**src/rtl/led_blink_src_if.sv**
```systemverilog
// Signal bundle between system logic and the LED blink source.
// The master side raises events; the slave side (led_blink_src) drives the tick, the trigger and the status.
interface led_blink_src_if #(
    parameter int CNT_W = 4
);
    logic             event_in;
    logic             event_clr;
    logic             second_tick;
    logic             trig;
    logic [CNT_W-1:0] pend_cnt;
    logic             ovf;
    logic             busy;

    modport master (
        output event_in,
        output event_clr,
        input  second_tick,
        input  trig,
        input  pend_cnt,
        input  ovf,
        input  busy
    );

    modport slave (
        input  event_in,
        input  event_clr,
        output second_tick,
        output trig,
        output pend_cnt,
        output ovf,
        output busy
    );
endinterface

```
**src/rtl/led_blink_src.sv**
```systemverilog
// LED blink source: free-running second_tick square wave plus paced one-cycle trig pulses.
// Each queued event yields one trig on a tick falling edge, followed by a blink period and a dark period.
module led_blink_src #(
    parameter int TICK_HALF = 25_000_000,
    parameter int CNT_W     = 4
) (
    input  logic                  clk,
    input  logic                  rst,
    led_blink_src_if.slave        bus
);

    localparam int                DIV_W    = (TICK_HALF > 1) ? $clog2(TICK_HALF) : 1;
    localparam logic [DIV_W-1:0]  DIV_LAST = DIV_W'(TICK_HALF - 1);
    localparam logic [CNT_W-1:0]  CNT_MAX  = {CNT_W{1'b1}};

    typedef enum logic [1:0] {
        IDLE  = 2'd0,
        BLINK = 2'd1,
        GAP   = 2'd2
    } state_e;

    state_e           state_q, state_d;
    logic [DIV_W-1:0] div_q, div_d;
    logic             tick_q, tick_d;
    logic             trig_q, trig_d;
    logic [CNT_W-1:0] pend_q, pend_d;
    logic             ovf_q, ovf_d;
    logic             wrap;
    logic             tickFall;

    assign wrap     = (div_q == DIV_LAST);
    assign tickFall = wrap && tick_q;

    always_ff @(posedge clk) begin
        if (rst) begin
            state_q <= IDLE;
            div_q   <= '0;
            tick_q  <= 1'b0;
            trig_q  <= 1'b0;
            pend_q  <= '0;
            ovf_q   <= 1'b0;
        end else begin
            state_q <= state_d;
            div_q   <= div_d;
            tick_q  <= tick_d;
            trig_q  <= trig_d;
            pend_q  <= pend_d;
            ovf_q   <= ovf_d;
        end
    end

    always_comb begin
        div_d  = wrap ? '0 : div_q + 1'b1;
        tick_d = wrap ? ~tick_q : tick_q;
    end

    // GAP returns to IDLE without evaluating IDLE that cycle, which keeps blinks three periods apart.
    always_comb begin
        state_d = state_q;
        trig_d  = 1'b0;
        unique case (state_q)
            IDLE: begin
                if (tickFall && (pend_q != '0)) begin
                    trig_d  = 1'b1;
                    state_d = BLINK;
                end
            end
            BLINK: begin
                if (tickFall) state_d = GAP;
            end
            GAP: begin
                if (tickFall) state_d = IDLE;
            end
            default: state_d = IDLE;
        endcase
    end

    // Clear wins over everything; an event in the issue cycle cancels the decrement.
    always_comb begin
        pend_d = pend_q;
        ovf_d  = ovf_q;
        if (bus.event_clr) begin
            pend_d = '0;
            ovf_d  = 1'b0;
        end else if (bus.event_in && !trig_d) begin
            if (pend_q == CNT_MAX) ovf_d = 1'b1;
            else                   pend_d = pend_q + 1'b1;
        end else if (!bus.event_in && trig_d) begin
            pend_d = pend_q - 1'b1;
        end
    end

    assign bus.second_tick = tick_q;
    assign bus.trig        = trig_q;
    assign bus.pend_cnt    = pend_q;
    assign bus.ovf         = ovf_q;
    assign bus.busy        = (state_q != IDLE);

endmodule

```
**src/flat_wrapper.sv**
```systemverilog
// flat-port wrapper written by rule: the top's interface ports become plain ports
module led_blink_src_flat 
#(
    parameter int TICK_HALF = 25_000_000,
    parameter int CNT_W     = 4
)
  (clk, rst, bus_event_in, bus_event_clr, bus_second_tick, bus_trig, bus_pend_cnt, bus_ovf, bus_busy);
  led_blink_src_if #(.CNT_W(CNT_W)) bus_i ();
  input  logic clk;
  input  logic rst;
  input wire logic [$bits(bus_i.event_in)-1:0] bus_event_in;
  input wire logic [$bits(bus_i.event_clr)-1:0] bus_event_clr;
  output wire logic [$bits(bus_i.second_tick)-1:0] bus_second_tick;
  output wire logic [$bits(bus_i.trig)-1:0] bus_trig;
  output wire logic [$bits(bus_i.pend_cnt)-1:0] bus_pend_cnt;
  output wire logic [$bits(bus_i.ovf)-1:0] bus_ovf;
  output wire logic [$bits(bus_i.busy)-1:0] bus_busy;
  assign bus_i.event_in = bus_event_in;
  assign bus_i.event_clr = bus_event_clr;
  assign bus_second_tick = bus_i.second_tick;
  assign bus_trig = bus_i.trig;
  assign bus_pend_cnt = bus_i.pend_cnt;
  assign bus_ovf = bus_i.ovf;
  assign bus_busy = bus_i.busy;
  led_blink_src #(.TICK_HALF(TICK_HALF), .CNT_W(CNT_W)) u_core (.clk(clk), .rst(rst), .bus(bus_i));
endmodule
```
**config.mk**
```make
export PLATFORM = sky130hd
export DESIGN_NAME = led_blink_src_flat
export DESIGN_NICKNAME = d
export VERILOG_FILES = /design/src/rtl/led_blink_src_if.sv /design/src/rtl/led_blink_src.sv /design/src/flat_wrapper.sv
export SDC_FILE = /design/constraint.sdc
export NUM_CORES = 1
export LEC_CHECK = 0
export ABC_CLOCK_PERIOD_IN_PS = 2450
export CORE_AREA = 4 4 52 89
export DETAILED_ROUTE_END_ITERATION = 16
export DIE_AREA = 0 0 56 93
export PLACE_DENSITY = 0.74
export SKIP_CTS_REPAIR_TIMING = 1
export SYNTH_ARGS = -nofsm -noshare
export SYNTH_HDL_FRONTEND = slang
export SYNTH_SLANG_ARGS = --single-unit
```
**constraint.sdc**
```tcl
create_clock -name clk -period 2.45 [get_ports clk]
set_input_delay 0.49 -clock clk [delete_from_list [all_inputs] [get_ports clk]]
set_output_delay 0.49 -clock clk [all_outputs]
set_load 0.05 [all_outputs]
```
# Word-level counts from Yosys, hierarchy flattened
# Index checks and enable logic that the tools add are counted.
# W data, S select, Z words.
dict set report totals {
  ff_bits 34
  latchBits 0
  ramBits 0
  mem_bits_ro 0
  out_inout_bits 8
  memories 0
}
dict set report op_classes {
  n_addsub 3
  multipliers 0
  div 0
  n_lt_le_gt_ge 0
  n_eq_ne 8
  n_shift 0
  n_mux 9
  bitwise 1
  reduce_logical 15
}
# op n
set op_table {}
lappend op_table {{$add A25 B1 Y25 const B} 1}
lappend op_table {{$eq A25 B25 Y1 const B} 1}
lappend op_table {{$mux W4} 3}
lappend op_table {{$mux W2} 3}
lappend op_table {{$ne A2 B1 Y1 const B} 3}
lappend op_table {{$pmux W2 S3} 1}
lappend op_table {{$add A4 B1 Y4 const B} 1}
lappend op_table {{$eq A4 B4 Y1 const B} 1}
lappend op_table {{$logic_and A1 B1 Y1} 4}
lappend op_table {{$reduce_and A2 Y1} 2}
lappend op_table {{$reduce_bool A2 Y1} 2}
lappend op_table {{$reduce_bool A4 Y1} 1}
lappend op_table {{$reduce_or A2 Y1} 2}
lappend op_table {{$sub A4 B1 Y4 const B} 1}
lappend op_table {{$reduce_and A3 Y1} 1}
lappend op_table {{$eq A2 B1 Y1 const B} 1}
lappend op_table {{$eq A2 B2 Y1 const B} 1}
lappend op_table {{$logic_not A1 Y1} 2}
lappend op_table {{$logic_not A2 Y1} 1}
lappend op_table {{$mux W1} 2}
lappend op_table {{$ne A2 B2 Y1 const B} 1}
lappend op_table {{$not A1 Y1} 1}

# Depth between registers and ports, before layout
dict set report depth {
  ltp_word 9
  depth_mapped 11
}

# Least setup slack after synthesis
# OpenSTA, ideal clock, no wires.
dict set report synth_path {
  path_kind {flip-flop to flip-flop}
  from {register u_core.pend_q[0], in the netlist u_core.bus.pend_cnt[0]}
  to {register u_core.pend_q[2], in the netlist u_core.bus.pend_cnt[2]}
  setup_ns 0.091
  arrival_ns 2.558
  setup_slack_ns -0.199
  path_stages_with_launch 9
  path_buffers 0
  cell_sequence {dfxtp_1 -> nor4_1 -> nor2_1 -> a31oi_1 -> inv_1 -> fa_1 -> xor2_1 -> or3b_2 -> a311oi_1}
}
dict set report synth_via {
  elab_chain_len 8
  elab_cells_between_ends 16
}
# element line
set synth_rtl {}
lappend synth_rtl {{start, declared} led_blink_src.sv:26} ;# logic [CNT_W-1:0] pend_q, pend_d;
lappend synth_rtl {{start signal, assigned} led_blink_src.sv:47} ;# pend_q <= pend_d;
lappend synth_rtl {{$reduce_bool A4 Y1} led_blink_src.sv:63} ;# if (tickFall && (pend_q != '0)) begin
lappend synth_rtl {{$logic_and A1 B1 Y1} led_blink_src.sv:63}
lappend synth_rtl {{$mux W1} led_blink_src.sv:63}
lappend synth_rtl {{$mux W1} led_blink_src.sv:61} ;# unique case (state_q)
lappend synth_rtl {{$logic_not A1 Y1} led_blink_src.sv:85} ;# end else if (bus.event_in && !trig_d) begin
lappend synth_rtl {{$logic_and A1 B1 Y1} led_blink_src.sv:85}
lappend synth_rtl {{$ne A2 B2 Y1 (no source line) or $reduce_bool A2 Y1 (tied branches)} n/a}
lappend synth_rtl {{$reduce_and A2 Y1 (no source line)} n/a}
# Several ways; a longest one is shown, not always the timed one. The select of a mux whose other input is x is not followed.
# A chain may end at the register's enable or synchronous reset.

# Worst setup path after layout
dict set report layout_path {
  from {register u_core.div_q[8]}
  to {register u_core.pend_q[2], in the netlist u_core.bus.pend_cnt[2]}
}
dict set report layout_via {
  elab_chain_len 9
  elab_cells_between_ends 12
}
# element line
set layout_rtl {}
lappend layout_rtl {{start, declared} led_blink_src.sv:23} ;# logic [DIV_W-1:0] div_q, div_d;
lappend layout_rtl {{start signal, assigned} led_blink_src.sv:44} ;# div_q <= div_d;
lappend layout_rtl {{$eq A25 B25 Y1 (*)} led_blink_src.sv:31} ;# assign wrap = (div_q == DIV_LAST);
lappend layout_rtl {{$logic_and A1 B1 Y1 (*)} led_blink_src.sv:32} ;# assign tickFall = wrap && tick_q;
lappend layout_rtl {{$logic_and A1 B1 Y1 (*)} led_blink_src.sv:63}
lappend layout_rtl {{$mux W1 (*)} led_blink_src.sv:63}
lappend layout_rtl {{$mux W1 (*)} led_blink_src.sv:61}
lappend layout_rtl {{$logic_not A1 Y1} led_blink_src.sv:85}
lappend layout_rtl {{$logic_and A1 B1 Y1} led_blink_src.sv:85}
lappend layout_rtl {{$ne A2 B2 Y1 (no source line) or $reduce_bool A2 Y1 (tied branches)} n/a}
lappend layout_rtl {{$reduce_and A2 Y1 (no source line)} n/a}
# Mark *: on every way between the ends. The rest lies on a longest branch, timed or not.

==> flow_summary.toml <==
[worst_setup_path]
worst_ep_required_time_ns = 2.65
critical_path.slowest_cell = "sky130_fd_sc_hd__or4_4"
cp_num_buf_inv = 1
critical_path.top_delay_family = "simple AND/OR/NAND/NOR gates"
cp_max_fo = 3
timing.critical_path.to_type = "flip-flop"
kind_of_start_point_of_the_critical_path = "flip-flop"
worst_path_largest_cell_delay_ns = 0.55
criticalPathCategory = "reg -> reg"
arrival_ns = 2.82
timing.critical_path.cells = "or4_4 > nor4_4 > a31oi_4 > inv_4 > ha_4 > xor2_2 > or3b_4 > a311oi_1"

[die]
die_h_um = 93
core_area_sq_um = 3900
start_util_pct = 43.5
die_x_um = 56
design.die.area_sq_um = 5210
pin_count = 12
placementRows = 30

[finish]
layout.cells.non_filler = 283
multi_input_area_sq_um = 1040
layout_commonest_cell = "sky130_fd_sc_hd__nor2_1"
final_net_count = 243
fill_cells = 345
area.growth.synth_to_final_pct = 30.5
fin_util_pct = 56.8
mostFrequentLayoutCells = "sky130_fd_sc_hd__nor2_1 (35), sky130_fd_sc_hd__buf_4 (29), sky130_fd_sc_hd__dfxtp_1 (28)"
final_cell_area_sq_um = 2220
final-seq-area_sq_um = 688
num_antenna_cells = 0
drive_above_1_share_pct = 26.0

[power_and_ir_drop]
leakage_power_nw = 0.877
worst_ir_drop_vdd_v = 0.000346
totalPowerFinal_mw = 1.06
cellPowerDensity_nw_per_um2 = 479

[sta]
final_setup_violations = 2
finalWorstSetupSlack_ns = -0.175
achievable-frequency_mhz = 381
final_hold_viol_count = 0
worstMarginPinSlew_ns = 0.506
grt_setup_unrepaired = "yes"
maxSlewHeadroom_pct = 66.1
clock_skew_after_layout_ns = 0.00292
finalCriticalPeriod_ns = 2.62
setup-tns-final_ns = -0.316
hold-worst-slack_ns = 0.473
layout_worst_path_cycle_share_pct = 107
count_of_final_max_slew_check_failures = 0

[synth]
synth_nets = 201
postSynthCellCount = 193
synth_cell_type_count = 42
synth_enable_flop_cells = 0
synthArstFlopShare_pct = 0
top_reg_cell_synth = "sky130_fd_sc_hd__dfxtp_1"
synth_sequential_area_ratio_pct = 40.1
synth.cell_area_sq_um = 1700
yosys_warnings = 0
ys_seq_elements = 34
synth.avg_cell_area_sq_um = 8.80

[place]
post-place-ws_ns = -0.223
gp_congestion = 0.863
placement.io_buffers = 11
dp_cells = 274
place_area_sq_um = 2090
post-dp-hpwl_mm = 3.13

[cts]
clock_tree.htree_level_count = 2
cts_num_sinks = 34
cts_buffer_depth = 2
tritoncts = "built"
cts_made_buffers = 5
ctsRootBufferMaster = "sky130_fd_sc_hd__clkbuf_8"
worst_skew_pair.late_latency_ns = 0.29
clkSlewWorstSetupHoldPaths_ns = 0.06

[global_route]
grt_max_degree = 25
antenna_found_initial = 0
globalRouteTotalUtil_pct = 17.3
first_global_vias = 1618
first_pass_grt_wire_length_mm = 7.04
grt.overflow.total = 0

[min_path]
worst_hold_path_type = "reg -> reg"

[route]
vias_per_cell = 5.33
wl_per_cell_um = 14.7
total_routed_length_mm = 4.15
first_pass_iters = 4
number_of_remaining_drc_errors = 0
route.vias.total = 1509
antenna_violating_nets_post_route = 0
initialDrtViolationCount = 54

[outcome]
run_status = "finished, violations left"
violations = "setup timing"

[run]
maxCapViolations = 0
## area by class of cell
| cell class | count | area share (%) |
|---|---|---|
| flip-flops and latches | 34 | 31.0 |
| well taps | 48 | 2.71 |
| repair buffers | 40 | 14.8 |
| inverters | 6 | 1.13 |
| clock buffers | 7 | 3.44 |
| multi-input cells | 148 | 46.9 |
## flip-flops by register name (all words and copies together) (netlist names)
register,flops
u_core.bus.second_tick,1
u_core.div_q,25
u_core.bus.pend_cnt,4
u_core.state_q,2
u_core.bus.ovf,1
u_core.bus.trig,1
## worst paths after layout
kind	start	endpoint	slack, ns	cells after the start
worst max register to register	u_core.div_q[8]	u_core.bus.pend_cnt[2]	-0.17	8
worst min register to register	u_core.bus.ovf	u_core.bus.ovf	0.47	2
worst min-delay path	u_core.bus.ovf	u_core.bus.ovf	0.47	2
worst max-delay path	u_core.div_q[8]	u_core.bus.pend_cnt[2]	-0.17	8
## per-layer routing
metal	vias to the layer above	GRT usage [%]	routed length [um]
met5	-	0	0
met4	0	11.3	177
met2	29	33.2	2310
li1	753	-	-
met3	15	4.01	146
met1	712	15.6	1520
## power by group
| part | internal [mW] | leakage [nW] | switching (mW) |
|---|---|---|---|
| logic | 0.0504 | 0.561 | 0.0589 |
| clock network | 0.195 | 0.0383 | 0.193 |
| registers | 0.560 | 0.278 | 0.00472 |
| total | 0.806 | 0.877 | 0.256 |
## kinds of logic after synthesis
kind of cell | share of synthesized area (%)
AND/OR/NAND/NOR | 34.5
flip-flops | 40.1
XOR/XNOR | 12.9
AO/OA/AOI/OAI | 4.79
buffers and inverters | 2.58
adder cells (fa/ha/maj) | 3.39
multiplexers | 1.77
## synthesized netlist by cell type, drive strengths merged, types with 4 or more instances
master  instances  share of area (%)
dfxtp          34                 40
nor2           35                7.7
and3            5                1.9
and2            4                1.5
inv             6                1.3
nor4            4                2.2
nor3            6                2.4
xnor2          12                6.2
and4            6                3.2
nand4           8                2.9
nand2          12                2.7
xor2           13                6.7
nand3           9                2.7
## worst reg2reg max path: cells and delay by family (launching register included)
kind / cells / cell delay [ns]
AO/OA/AOI/OAI: 2 / 0.39
XOR/XNOR: 1 / 0.19
adder cells (fa/ha/maj): 1 / 0.22
buffers and inverters: 1 / 0.12
flip-flops: 1 / 0.32
AND/OR/NAND/NOR: 3 / 1.30
Note: power is estimated with default switching activity, not from simulation.
